[config.mk]
export PLATFORM = sky130hd
export DESIGN_NAME = uart_rx
export DESIGN_NICKNAME = d
export VERILOG_FILES = /design/src/rtl/uart_rx.sv
export SDC_FILE = /design/constraint.sdc
export NUM_CORES = 1
export LEC_CHECK = 0
export ABC_AREA = 1
export CAP_MARGIN = 40
export CORE_MARGIN = 1.5
export CORE_UTILIZATION = 55
export CTS_CLUSTER_DIAMETER = 40
export DETAILED_ROUTE_END_ITERATION = 12
export PLACE_DENSITY_LB_ADDON = 0.25
export SYNTH_ARGS = -nofsm -noshare
export SYNTH_HDL_FRONTEND = slang
export SYNTH_SLANG_ARGS = --single-unit
[constraint.sdc]
create_clock -name clk -period 2.25 [get_ports clk]
set_input_delay 0.45 -clock clk [delete_from_list [all_inputs] [get_ports clk]]
set_output_delay 0.45 -clock clk [all_outputs]
set_load 0.02 [all_outputs]
[src/rtl/uart_rx.sv]
// uart_rx: receives start / MSB-first data / optional even parity / stop-bit frames
// from a single idle-high serial line and delivers each as a parallel word with status.
module uart_rx #(
  parameter int unsigned C_CLK_FRQ         = 100_000_000,
  parameter int unsigned C_UART_RATE       = 1_000_000,
  parameter int unsigned C_UART_DATA_WIDTH = 8,
  parameter int unsigned C_UART_PARITY     = 1,
  parameter int unsigned C_UART_STOP       = 1
) (
  input  logic                         clk,
  input  logic                         rstb,
  input  logic                         rx,
  output logic [C_UART_DATA_WIDTH-1:0] data,
  output logic                         valid,
  output logic                         parity_err,
  output logic                         frame_err,
  output logic                         busy
);

  localparam int unsigned C_PERIOD = C_CLK_FRQ / C_UART_RATE;
  localparam int unsigned W        = C_UART_DATA_WIDTH;
  localparam int unsigned CW       = $clog2(C_PERIOD) + 1;
  localparam int unsigned IW       = $clog2(W) + 1;

  localparam logic [CW-1:0] CNT_HALF      = CW'(C_PERIOD / 2);
  localparam logic [CW-1:0] CNT_FULL      = CW'(C_PERIOD);
  localparam logic [IW-1:0] IDX_LAST_DATA = IW'(W - 1);
  localparam logic [IW-1:0] IDX_LAST_STOP = IW'(C_UART_STOP - 1);

  typedef enum logic [2:0] {
    IDLE,
    START,
    DATA,
    PARITY,
    STOP,
    DONE
  } state_t;

  state_t          state, state_nxt;
  logic            rx_m, rx_s;
  logic [CW-1:0]   cnt, cnt_nxt;
  logic [IW-1:0]   idx, idx_nxt;
  logic [W-1:0]    shreg, shreg_nxt;
  logic            perr, perr_nxt;
  logic            ferr, ferr_nxt;
  logic            armed, armed_nxt;
  logic [W-1:0]    data_nxt;
  logic            valid_nxt;
  logic            parity_err_nxt;
  logic            frame_err_nxt;
  logic            busy_nxt;

  // Two-stage synchronizer for the asynchronous line; idles high out of reset.
  always_ff @(posedge clk) begin
    if (!rstb) begin
      rx_m <= 1'b1;
      rx_s <= 1'b1;
    end else begin
      rx_m <= rx;
      rx_s <= rx_m;
    end
  end

  // State, datapath and output registers.
  always_ff @(posedge clk) begin
    if (!rstb) begin
      state      <= IDLE;
      cnt        <= '0;
      idx        <= '0;
      shreg      <= '0;
      perr       <= 1'b0;
      ferr       <= 1'b0;
      armed      <= 1'b0;
      data       <= '0;
      valid      <= 1'b0;
      parity_err <= 1'b0;
      frame_err  <= 1'b0;
      busy       <= 1'b0;
    end else begin
      state      <= state_nxt;
      cnt        <= cnt_nxt;
      idx        <= idx_nxt;
      shreg      <= shreg_nxt;
      perr       <= perr_nxt;
      ferr       <= ferr_nxt;
      armed      <= armed_nxt;
      data       <= data_nxt;
      valid      <= valid_nxt;
      parity_err <= parity_err_nxt;
      frame_err  <= frame_err_nxt;
      busy       <= busy_nxt;
    end
  end

  // Frame sequencing: mid-bit sampling timed from the synchronized falling edge.
  always_comb begin
    state_nxt      = state;
    cnt_nxt        = cnt;
    idx_nxt        = idx;
    shreg_nxt      = shreg;
    perr_nxt       = perr;
    ferr_nxt       = ferr;
    armed_nxt      = armed;
    data_nxt       = data;
    valid_nxt      = 1'b0;
    parity_err_nxt = parity_err;
    frame_err_nxt  = frame_err;

    case (state)
      IDLE: begin
        if (rx_s) begin
          armed_nxt = 1'b1;
        end else if (armed) begin
          state_nxt = START;
          cnt_nxt   = CW'(1);
          armed_nxt = 1'b0;
          perr_nxt  = 1'b0;
          ferr_nxt  = 1'b0;
        end
      end

      START: begin
        if (cnt == CNT_HALF) begin
          if (rx_s) begin
            state_nxt = IDLE;
          end else begin
            state_nxt = DATA;
            cnt_nxt   = CW'(1);
            idx_nxt   = '0;
          end
        end else begin
          cnt_nxt = cnt + CW'(1);
        end
      end

      DATA: begin
        if (cnt == CNT_FULL) begin
          shreg_nxt = W'({shreg, rx_s});
          cnt_nxt   = CW'(1);
          idx_nxt   = idx + IW'(1);
          if (idx == IDX_LAST_DATA) begin
            idx_nxt = '0;
            if (C_UART_PARITY != 0) begin
              state_nxt = PARITY;
            end else if (C_UART_STOP != 0) begin
              state_nxt = STOP;
            end else begin
              state_nxt = DONE;
            end
          end
        end else begin
          cnt_nxt = cnt + CW'(1);
        end
      end

      PARITY: begin
        if (cnt == CNT_FULL) begin
          perr_nxt  = rx_s ^ (^shreg);
          cnt_nxt   = CW'(1);
          idx_nxt   = '0;
          state_nxt = (C_UART_STOP != 0) ? STOP : DONE;
        end else begin
          cnt_nxt = cnt + CW'(1);
        end
      end

      STOP: begin
        if (cnt == CNT_FULL) begin
          if (!rx_s) begin
            ferr_nxt = 1'b1;
          end
          cnt_nxt = CW'(1);
          if (idx == IDX_LAST_STOP) begin
            state_nxt = DONE;
          end else begin
            idx_nxt = idx + IW'(1);
          end
        end else begin
          cnt_nxt = cnt + CW'(1);
        end
      end

      DONE: begin
        data_nxt       = shreg;
        parity_err_nxt = perr;
        frame_err_nxt  = ferr;
        valid_nxt      = 1'b1;
        state_nxt      = IDLE;
      end

      default: begin
        state_nxt = IDLE;
      end
    endcase

    busy_nxt = (state_nxt != IDLE);
  end

endmodule

After elaboration in Yosys (flattened, before gate mapping)
Index checks and enable logic that the tools add are counted.
{ "totals": {"out_inout_bits": 12, "ff_bits": 40, "inputBits": 3, "elab_cells": 82} }
{ "classes": {"n_mux": 33, "reduce_logical": 14, "add_sub_neg": 2, "eq_ne": 18, "bitwise": 1} }
{ "ops": {"columns": ["op", "count"], "rows": [
  ["$mux W8", 5],
  ["$mux W4", 7],
  ["$mux W3", 8],
  ["$pmux W8 S3", 1],
  ["$ne A2 B2 Y1 const B", 9],
  ["$pmux W4 S4", 1],
  ["$pmux W3 S5", 1],
  ["$add A8 B1 Y8 const B", 1],
  ["$eq A8 B6 Y1 const B", 1],
  ["$eq A8 B7 Y1 const B", 1],
  ["$reduce_and A4 Y1", 2],
  ["$reduce_xor A8 Y1", 1],
  ["$mux W1", 7],
  ["$reduce_and A7 Y1", 1],
  ["$eq A3 B2 Y1 const B", 2],
  ["$eq A3 B3 Y1 const B", 2],
  ["$reduce_bool A3 Y1", 2],
  ["$reduce_and A5 Y1", 1],
  ["$add A4 B1 Y4 const B", 1],
  ["$eq A4 B3 Y1 const B", 1],
  ["$logic_not A4 Y1", 1],
  ["$pmux W1 S2", 2],
  ["$reduce_bool A2 Y1", 2],
  ["$reduce_bool A4 Y1", 1],
  ["7 further kinds", 7]
]} }

Longest topological paths before layout
Gate-level depths: netlist (run 1).
{ "depth": {"word_depth": 5, "mapped_depth": 12, "mapped_depth_nobuf": 11} }

Least setup slack after synthesis (run 1)
Ideal clock, no wire load.
{ "synth_timing": {"kind": "reg2reg", "from": "reg cnt[0]", "to": "reg idx[2]", "arrival_time_ns": 1.209, "path_stages_with_launch": 12, "period_less_slack_ns": 1.321, "t_required_ns": 2.138, "slack_ns": 0.929, "setup_ns": 0.112, "path_buffers": 0, "cell_sequence": "dfxtp_1 -> inv_1 -> ha_1 -> nand2_1 -> nor2_4 -> inv_2 -> nand2_4 -> nand2_4 -> nor2_8 -> nand2_1 -> nand2_1 -> nor2_1"} }
{ "synth_between": {"elab_chain_cells": 3, "word_cells_on_any_way": 7} }
{ "synth_lines": {"columns": ["item", "line", "text"], "rows": [
  ["start, declared", "41", "logic [CW-1:0] cnt, cnt_nxt;"],
  ["start signal, assigned", "81", "cnt <= cnt_nxt;"],
  ["$eq A8 B7 Y1 / $eq A8 B6 Y1 (equally long branches)", null, null],
  ["$ne A2 B2 Y1 (no line)", null, null],
  ["$reduce_and A7 Y1 (no line) (*)", null, null],
  ["end signal, assigned", "82", "idx <= idx_nxt;"],
  ["end, declared", "42", "logic [IW-1:0] idx, idx_nxt;"]
]} }
Mark *: on every way between the ends. The rest lies on a longest branch, timed or not.
A chain may end at the register's enable or synchronous reset.

Final worst setup path (run 1)
{ "layout_timing": {"from": "reg data[5]", "to": "out data[5]"} }
{ "layout_lines": {"columns": ["item", "line", "text"], "rows": [
  ["start, declared", "13", "output logic [C_UART_DATA_WIDTH-1:0] data,"],
  ["start signal, assigned", "87", "data <= data_nxt;"]
]} }
No word-level cell between the ends.

==> results.py, run 1 <==
metrics = {
    "clock_network": {
        "cts_setup_buffers": 0,
        "cts.htree.levels": 2,
        "cts_resized": 0,
        "cts_buffers": 5,
        "cts_buffer_depth": 2,
        "cts_tree": "built",
        "clock-sinks": 40,
        "root_buffer": "clkbuf_8",
        "clk-insertion-delay-late_ns": 0.29,
        "path_clk_slew_ns": 0.07,
        "postCtsHoldBufs": 0,
    },
    "layout": {
        "n_fill_cell": 350,
        "regArea_sq_um": 800.8,
        "area_growth_pct": 11.76,
        "layout.cells.non_filler": 353,
        "drive_above_1_share_pct": 17.05,
        "final_cell_area_sq_um": 2379,
        "nets": 312,
        "multiInputGateArea_sq_um": 1106,
        "antenna_cells": 0,
    },
    "power_and_ir_drop": {
        "p_total_mw": 1.257,
        "p_int_mw": 0.9562,
        "p_seq_share_pct": 57.5,
        "clockPowerShare_pct": 37.0,
        "switching_power_mw": 0.3007,
        "p_comb_share_pct": 5.5,
        "swShare_pct": 23.92,
        "irDropWorstVdd_mv": 0.3382,
        "power_density_nw_per_um2": 528.5,
        "p_leak_nw": 0.9678,
    },
    "worst_setup_path": {
        "critPathBufInv": 1,
        "max_stage_delay_ns": 0.61,
        "cp_top_family": "buffers and inverters",
        "slowest_stage": "clkdlybuf4s50_1",
        "crit_path_end_kind": "primary output",
        "required_ns": 1.80,
        "worstPathArrival_ns": 1.24,
        "crit_type": "reg -> out",
        "cp-start-kind": "flip-flop",
        "reg2reg_slack_ns": 0.74,
        "worstPathCellList": "clkdlybuf4s50_1",
        "cp_max_fo": 2,
    },
    "yosys": {
        "synth_top_area_share_pct": 37.62,
        "ys_seq_elements": 40,
        "yosysMostFrequentCell": "nand2_1",
        "yosysUniqueCellTypes": 29,
        "syn_inst": 290,
        "synth.avg_cell_area_sq_um": 7.339,
        "synth.area.top_cells": "dfxtp_1 (38%), nand2_1 (9.3%), inv_1 (6.7%), a21oi_1 (4.9%), nand3_1 (4.2%)",
        "synth_area_leader_cell": "dfxtp_1",
        "async_flop_share_pct": 0,
        "synth_fp_nets": 298,
        "synth_area_sq_um": 2128,
        "synthFlopType": "dfxtp_1",
        "ys_seq_area_share_pct": 37.62,
        "ys_warn_count": 0,
        "synthTopCellsByCount": "nand2_1 (53), dfxtp_1 (40), inv_1 (38)",
        "synth-edff-count": 0,
    },
    "place": {
        "place_inst": 345,
        "portBuffers": 14,
        "place.gp.congestion": 0.8299,
        "hpwlAfterDp_mm": 2.774,
        "place_area_sq_um": 2291,
    },
    "min_path": {
        "hold_class": "reg -> reg",
    },
    "global_route": {
        "grt.total_usage_pct": 20.36,
        "grt_pass1_wl_mm": 6.762,
        "grt_start_max_net_pins": 28,
        "grt_pass1_vias": 1545,
        "antenna_found_initial": 0,
        "grt_overflow": 0,
    },
    "timing": {
        "grt_setup_unrepaired": "false",
        "hold_viol": 0,
        "slew_headroom_pct": 56.71,
        "fmax_mhz": 591.0,
        "min_period_ns": 1.692,
        "finalSetupTns_ns": 0,
        "worst_slew_pin_slew_ns": 0.6475,
        "clock_skew_ns": 0.004384,
        "min_period_over_period_pct": 75.21,
        "setup_viol": 0,
        "finalMaxSlewViolations": 0,
    },
    "drt": {
        "drt-wirelength-per-cell_um": 10.97,
        "vias": 1758,
        "ant_nets": 0,
        "routed_wirelength_mm": 3.872,
        "drtIter0Drc": 122,
        "avgViaCountPerCell": 4.980,
        "drc": 0,
        "firstDrtPassIters": 4,
    },
    "floorplanning": {
        "core-area_sq_um": 3689,
        "row_count": 22,
        "die_x_um": 65.21,
        "die_y_um": 65.21,
        "io_pins": 15,
        "die-area_sq_um": 4252,
        "start_util_pct": 57.70,
    },
    "run_status": {
        "outcome": "complete, no violations",
    },
    "job": {
        "drv_cap": 0,
    },
}
## power groups by stage
stage | registers [mW] | logic, mW | clock network, mW
floorplan | 0.738 | 0.0533 | 0
global placement | 0.738 | 0.0680 | 0
detailed placement | 0.739 | 0.0695 | 0
CTS | 0.722 | 0.0699 | 0.476
global route | 0.723 | 0.0788 | 0.514
finish | 0.722 | 0.0692 | 0.466
## cells in the final DEF (no fill, tap or decap)
| cell | n |
|---|---|
| dfxtp_1 | 40 |
| nand2_1 | 53 |
| nand3_2 | 2 |
| nor2_1 | 21 |
| clkinv_4 | 1 |
| ha_1 | 5 |
| nand3_1 | 18 |
| clkbuf_8 | 5 |
| nand3_4 | 2 |
| o21ai_0 | 18 |
| clkdlybuf4s50_1 | 14 |
| nand2_4 | 3 |
| a31oi_1 | 4 |
| o211ai_1 | 1 |
| nor2_4 | 4 |
| o21ai_1 | 7 |
| clkinv_2 | 2 |
| xnor2_1 | 2 |
| a21oi_2 | 5 |
| or2_2 | 2 |
| nor2_8 | 1 |
| nand2_2 | 8 |
| xor2_1 | 5 |
| a21oi_1 | 21 |
| a31o_2 | 1 |
| o21ai_4 | 1 |
| inv_2 | 9 |
| nor3_1 | 2 |
| nand4_1 | 4 |
| inv_1 | 38 |
| nor2_2 | 5 |
| buf_4 | 1 |
## final cells by class
cell class                      instances  area share, %
Inverter                               47          7.417
Clock buffer                            5          2.893
Clock inverter                          3         0.7891
Multi-Input combinational cell        195          46.50
Sequential cell                        40          33.67
Tap cell                               48          2.525
Timing Repair Buffer                   15          6.207
## logic make-up after synthesis
group	synth area share, %
buffers and inverters	10.41
XOR/XNOR	2.881
adder cells (fa/ha/maj)	2.939
AND/OR/NAND/NOR	30.57
AO/OA/AOI/OAI	15.58
flip-flops	37.63
## through the flow
stage | utilization (%) | worst slack [ns] | hold WS (ns)
detailed placement | 62.11 | 0.6595 | 0.4012
global placement | 62.11 | 0.6616 | 0.3958
CTS | 64.48 | 0.5485 | 0.4205
finish | 64.48 | 0.5579 | 0.4155
global route | 64.48 | 0.5018 | 0.4386
floorplan | - | 0.9291 | 0.3925
## registers in the layout, summed over array words and instances, names as in the netlist, 3 cells and up
register  count
data          8
idx           4
cnt           8
shreg         8
state         3
## path summary, 6_finish.rpt
kind,startpoint,to,cells after the start
max,data[5]$_SDFFE_PN0P_,data[5],1
min,rx_m$_SDFF_PN1_,rx_s$_SDFF_PN1_,1
max reg2reg,state[2]$_SDFF_PN0_,data[7]$_SDFFE_PN0P_,3
min reg2reg,rx_m$_SDFF_PN1_,rx_s$_SDFF_PN1_,1
## metal layers
| metal | GRT usage [%] | vias to the layer above | wire (um) |
|---|---|---|---|
| met5 | 0 | - | 0 |
| met4 | 5.469 | 0 | 49 |
| met3 | 4.623 | 5 | 170 |
| met2 | 32.40 | 32 | 1670 |
| met1 | 27.83 | 765 | 1982 |
| li1 | - | 956 | - |
No activity file was read; power rests on OpenSTA's default activity.
==> run 2, diff against run 1 <==
--- a/config.mk
+++ b/config.mk
@@ -8,7 +8,7 @@
 export ABC_AREA = 1
 export CAP_MARGIN = 40
 export CORE_MARGIN = 1.5
-export CORE_UTILIZATION = 55
+export CORE_UTILIZATION = 52
 export CTS_CLUSTER_DIAMETER = 40
 export DETAILED_ROUTE_END_ITERATION = 12
 export PLACE_DENSITY_LB_ADDON = 0.25
==> constraint.sdc (replaced) <==
create_clock -name clk -period 1.52 [get_ports clk]
set_input_delay 0.304 -clock clk [delete_from_list [all_inputs] [get_ports clk]]
set_output_delay 0.304 -clock clk [all_outputs]
set_load 0.02 [all_outputs]
==> results.py, run 2 (synthesis results as in run 1) <==
metrics = {
    "clock_network": {
        "path_clk_slew_ns": 0.07,
        "cts_buffer_depth": 2,
        "clock-sinks": 40,
        "clk-insertion-delay-late_ns": 0.29,
        "cts.htree.levels": 2,
        "cts_tree": "built",
        "cts_buffers": 5,
        "root_buffer": "clkbuf_8",
    },
    "power_and_ir_drop": {
        "p_total_mw": 2.023,
        "power_density_nw_per_um2": 821.5,
        "irDropWorstVdd_mv": 0.3949,
        "p_leak_nw": 1.086,
    },
    "floorplanning": {
        "die_x_um": 66.98,
        "die_y_um": 66.98,
        "io_pins": 15,
        "core-area_sq_um": 3971,
        "start_util_pct": 53.59,
        "die-area_sq_um": 4486,
        "row_count": 23,
    },
    "worst_setup_path": {
        "cp_top_family": "simple AND/OR/NAND/NOR gates",
        "crit_top_cell": "nand2_1",
        "crit_path_end_kind": "flip-flop",
        "cp-start-kind": "flip-flop",
        "cp.depth": 11,
        "cp_max_fo": 8,
        "required_ns": 1.71,
        "worstPathArrival_ns": 1.61,
        "crit_type": "reg -> reg",
        "reg2reg_slack_ns": 0.1,
        "crit_start": "cnt[0]$_SDFFE_PN0P_",
        "endpoint": "idx[2]$_SDFFE_PN0P_",
        "reg2reg_from": "cnt[0]$_SDFFE_PN0P_",
        "ff2ff_path_depth": 11,
        "worstPathCellList": "inv_2 > ha_1 > nand2_1 > nor2_4 > inv_4 > nand2_4 > nand2_4 > nor2_8 > nand2_1 > nand2_1 > nor2_1",
        "reg2reg_to": "idx[2]$_SDFFE_PN0P_",
        "slowest_stage": "dfxtp_2",
        "max_stage_delay_ns": 0.34,
        "critPathBufInv": 2,
    },
    "drt": {
        "firstDrtPassIters": 4,
        "ant_nets": 0,
        "vias": 1807,
        "avgViaCountPerCell": 5.006,
        "drtIter0Drc": 139,
        "drc": 0,
        "drt-wirelength-per-cell_um": 11.30,
        "routed_wirelength_mm": 4.080,
    },
    "layout": {
        "drive_above_1_share_pct": 21.22,
        "final_common_cell": "nand2_1",
        "antenna_cells": 0,
        "final_cell_mix": "nand2_1 (53), inv_1 (37), dfxtp_1 (32), nor2_1 (21), a21oi_1 (21)",
        "nets": 318,
        "largestRegisters": "cnt (8), data (8), shreg (8)",
        "final_cell_area_sq_um": 2462,
        "fin_util_pct": 62.00,
        "area_growth_pct": 15.70,
    },
    "global_route": {
        "grt_overflow": 0,
        "grt_start_max_net_pins": 28,
        "grt_pass1_wl_mm": 6.762,
        "antenna_found_initial": 0,
        "grt.total_usage_pct": 19.84,
        "grt_pass1_vias": 1552,
    },
    "min_path": {
        "hold_class": "reg -> reg",
    },
    "timing": {
        "hold_viol": 0,
        "clock_skew_ns": 0.008665,
        "timing.hold.ws_ns": 0.4240,
        "min_period_ns": 1.425,
        "slew_headroom_pct": 75.10,
        "worst_slew_pin_slew_ns": 0.3695,
        "grt_setup_unrepaired": "true",
        "fmax_mhz": 702.0,
        "setup_viol": 0,
        "min_period_over_period_pct": 93.72,
        "finalSetupTns_ns": 0,
        "finalMaxSlewViolations": 0,
    },
    "place": {
        "place.gp.congestion": 0.8404,
        "hpwlAfterDp_mm": 2.993,
        "place_area_sq_um": 2323,
        "portBuffers": 14,
    },
    "job": {
        "drv_cap": 0,
    },
    "run_status": {
        "outcome": "complete, no violations",
    },
}
==> run 2: cell types whose count changed in the layout (fill, tap and decap cells not counted), sizes merged <==
cell           delta
clkdlybuf4s50    -12
dlygate4sd2      +11
bufinv            +1
buf               +6
clkinv            -2
clkbuf            +1
dlymetal6s2s      +1
==> run 2: area by class of cell <==
| cell class | instances | area (sq um) |
|---|---|---|
| fillers | 343 | 1509 |
| multi-input cells | 195 | 1106 |
| flip-flops and latches | 40 | 813.3 |
| repair buffers | 21 | 193.9 |
| inverters | 47 | 178.9 |
| clock buffers | 6 | 72.57 |
| well taps | 50 | 62.56 |
| clock inverters | 2 | 35.03 |
==> run 2: worst min-delay path by stage <==
stage / start / endpoint / slack, ns / depth (start not counted)
final: rx_m$_SDFF_PN1_ / rx_s$_SDFF_PN1_ / 0.42 / 1
after global routing: rx_m$_SDFF_PN1_ / rx_s$_SDFF_PN1_ / 0.44 / 1
after CTS: rx_m$_SDFF_PN1_ / rx_s$_SDFF_PN1_ / 0.43 / 1
after detailed placement: rx_m$_SDFF_PN1_ / rx_s$_SDFF_PN1_ / 0.41 / 1
after global placement: rx_m$_SDFF_PN1_ / rx_s$_SDFF_PN1_ / 0.40 / 1
after floorplan: rx_m$_SDFF_PN1_ / rx_s$_SDFF_PN1_ / 0.39 / 1
==> run 2: through the flow <==
| step | worst slack, ns | instances |
|---|---|---|
| 2_1_floorplan | 0.1991 | 290 |
| 3_3_place_gp | 0.1256 | 351 |
| 3_5_place_dp | 0.04687 | 351 |
| 4_1_cts | 0.009994 | 359 |
| 5_1_grt | -0.005990 | 361 |
| 6_report | 0.09544 | 361 |
==> run 2: metal layers <==
metal | vias to the layer above | GRT usage [%] | part of all wire, %
met2 | 33 | 31.75 | 44
met1 | 799 | 25.95 | 51
met5 | - | 0 | 0
met3 | 7 | 5.405 | 4.1
li1 | 968 | - | -
met4 | 0 | 5.867 | 1.3
==> run 2: repair_timing <==
| item | CTS | global route |
|---|---|---|
| setup endpoints to repair | 11 | 10 |
| hold buffers | 0 | 0 |
| hold endpoints to repair | 0 | 0 |
| resized for setup | 11 | 12 |
| buffers inserted | 0 | 2 |
| pin swaps | 0 | 3 |
==> run 2: where the power goes <==
part	internal, mW	total, mW	switching, mW
registers	1.06	1.07	0.00951
clock network	0.487	0.846	0.359
logic	0.0411	0.110	0.0688
==> run 3, diff against run 2 <==
--- a/config.mk
+++ b/config.mk
@@ -7,7 +7,7 @@
 export LEC_CHECK = 0
 export ABC_AREA = 1
 export CAP_MARGIN = 40
-export CORE_MARGIN = 1.5
+export CORE_MARGIN = 10
 export CORE_UTILIZATION = 52
 export CTS_CLUSTER_DIAMETER = 40
 export DETAILED_ROUTE_END_ITERATION = 12
==> results.py, run 3 (synthesis results as in run 1) <==
metrics = {
    "floorplanning": {
        "die-area_sq_um": 7052,
        "die_y_um": 83.98,
        "io_pins": 15,
        "start_util_pct": 53.59,
        "row_count": 23,
        "core-area_sq_um": 3971,
        "die_x_um": 83.98,
    },
    "power_and_ir_drop": {
        "irDropWorstVdd_mv": 0.4992,
        "p_total_mw": 2.023,
        "power_density_nw_per_um2": 821.8,
        "p_leak_nw": 1.090,
    },
    "timing": {
        "slew_headroom_pct": 75.27,
        "fmax_mhz": 720.5,
        "hold_viol": 0,
        "grt_setup_unrepaired": "false",
        "worst_slew_pin_slew_ns": 0.3671,
        "finalSetupTns_ns": 0,
        "min_period_over_period_pct": 91.31,
        "clock_skew_ns": 0.005109,
        "finalMaxSlewViolations": 0,
        "setup_viol": 0,
        "min_period_ns": 1.388,
    },
    "place": {
        "portBuffers": 14,
        "place_area_sq_um": 2338,
        "place.gp.congestion": 0.8481,
        "hpwlAfterDp_mm": 3.057,
    },
    "layout": {
        "final_cell_area_sq_um": 2461,
        "drive_above_1_share_pct": 21.79,
        "nets": 319,
        "largestRegisters": "cnt (8), data (8), shreg (8)",
        "antenna_cells": 0,
        "area_growth_pct": 15.64,
        "regArea_sq_um": 812.0,
        "final_cell_mix": "nand2_1 (52), inv_1 (37), dfxtp_1 (33), a21oi_1 (21), nor2_1 (20)",
        "n_fill_cell": 348,
        "final_common_cell": "nand2_1",
        "multiInputGateArea_sq_um": 1111,
    },
    "worst_setup_path": {
        "ff2ff_path_depth": 11,
        "cp-start-kind": "flip-flop",
        "crit_start": "cnt[5]$_SDFFE_PN0P_",
        "required_ns": 1.71,
        "crit_type": "reg -> reg",
        "worstPathArrival_ns": 1.58,
        "reg2reg_from": "cnt[5]$_SDFFE_PN0P_",
        "cp_max_fo": 8,
        "crit_path_end_kind": "flip-flop",
    },
    "job": {
        "drv_cap": 0,
    },
    "global_route": {
        "grt_pass1_vias": 1650,
        "grt.total_usage_pct": 12.26,
        "grt_pass1_wl_mm": 7.417,
        "antenna_found_initial": 0,
        "grt_start_max_net_pins": 28,
        "grt_overflow": 0,
    },
    "drt": {
        "drtIter0Drc": 127,
        "vias": 1794,
        "routed_wirelength_mm": 4.125,
        "ant_nets": 0,
        "firstDrtPassIters": 5,
        "drt-wirelength-per-cell_um": 11.40,
        "avgViaCountPerCell": 4.956,
        "drc": 0,
    },
    "clock_network": {
        "clk-insertion-delay-late_ns": 0.29,
        "cts_buffer_depth": 2,
        "cts.htree.levels": 2,
        "clock-sinks": 40,
        "root_buffer": "clkbuf_8",
        "postCtsHoldBufs": 0,
        "cts_buffers": 5,
        "path_clk_slew_ns": 0.08,
        "cts_tree": "built",
    },
    "min_path": {
        "hold_depth": 1,
        "min-delay-start": "rx_m$_SDFF_PN1_",
        "hold_class": "reg -> reg",
    },
    "run_status": {
        "outcome": "complete, no violations",
    },
}
## run 3: cell types whose count changed in the layout (fill, tap and decap cells not counted)
cell | previous run | this run
nand2_1 | 53 | 52
nor2_2 | 5 | 6
nor2_1 | 21 | 20
dfxtp_1 | 32 | 33
buf_4 | 6 | 8
buf_12 | 1 | 0
dfxtp_2 | 7 | 6
nand2_2 | 8 | 9
## run 3: worst paths after layout
check | end | slack, ns
worst max-delay path | idx[1]$_SDFFE_PN0P_ | 0.13
worst min-delay path | rx_s$_SDFF_PN1_ | 0.42
worst max register to register | idx[1]$_SDFFE_PN0P_ | 0.13
worst min register to register | rx_s$_SDFF_PN1_ | 0.42
## run 3: where the power goes
group / switching [mW] / internal, mW / leakage (nW) / total [mW]
clock network: 0.361 / 0.487 / 0.0552 / 0.848
logic: 0.0689 / 0.0414 / 0.708 / 0.110
registers: 0.00777 / 1.06 / 0.327 / 1.06
total: 0.437 / 1.59 / 1.09 / 2.02
## run 3: layout make-up
| type | count | share of cell area (%) |
|---|---|---|
| Clock inverter | 2 | 1.423 |
| Sequential cell | 40 | 32.99 |
| Tap cell | 50 | 2.542 |
| Multi-Input combinational cell | 195 | 45.15 |
| Inverter | 47 | 7.270 |
| Timing Repair Buffer | 22 | 7.677 |
| Clock buffer | 6 | 2.949 |
## run 3: metal layers
layer	track usage [%]	share of wire, %	vias up
li1	-	-	967
met1	15.94	51	782
met2	18.33	43	41
met3	4.102	5.4	4
met4	4.110	0.87	0
met5	0	0	-
## run 3: repair_timing
| action | 4_1_cts | 5_1_grt |
|---|---|---|
| setup endpoints to repair | 11 | 11 |
| setup buffers | 0 | 1 |
| pin swaps | 0 | 2 |
| cloned | 0 | 0 |
| gates resized for setup | 11 | 13 |
## run 3: critical path, stage by stage, from the launching register on
cell	delay (ns)
dfxtp_4	0.39
nand2_1	0.09
inv_2	0.06
nand2_2	0.06
nor2_4	0.16
inv_4	0.06
nand2_4	0.06
nand2_4	0.07
nor2_8	0.17
nand2_1	0.07
nand2_1	0.06
nor2_1	0.04
## run 3: through the flow
| step | worst slack (ns) | hold slack [ns] | util [%] | instances |
|---|---|---|---|---|
| 3_3_place_gp | 0.1132 | 0.3953 | 58.88 | 353 |
| 2_1_floorplan | 0.1991 | 0.3925 | - | 290 |
| 4_1_cts | 0.009016 | 0.4235 | 61.25 | 361 |
| 3_5_place_dp | 0.09601 | 0.4057 | 58.88 | 353 |
| 6_report | 0.1321 | 0.4176 | 61.97 | 362 |
| 5_1_grt | 0.01040 | 0.4297 | 61.97 | 362 |
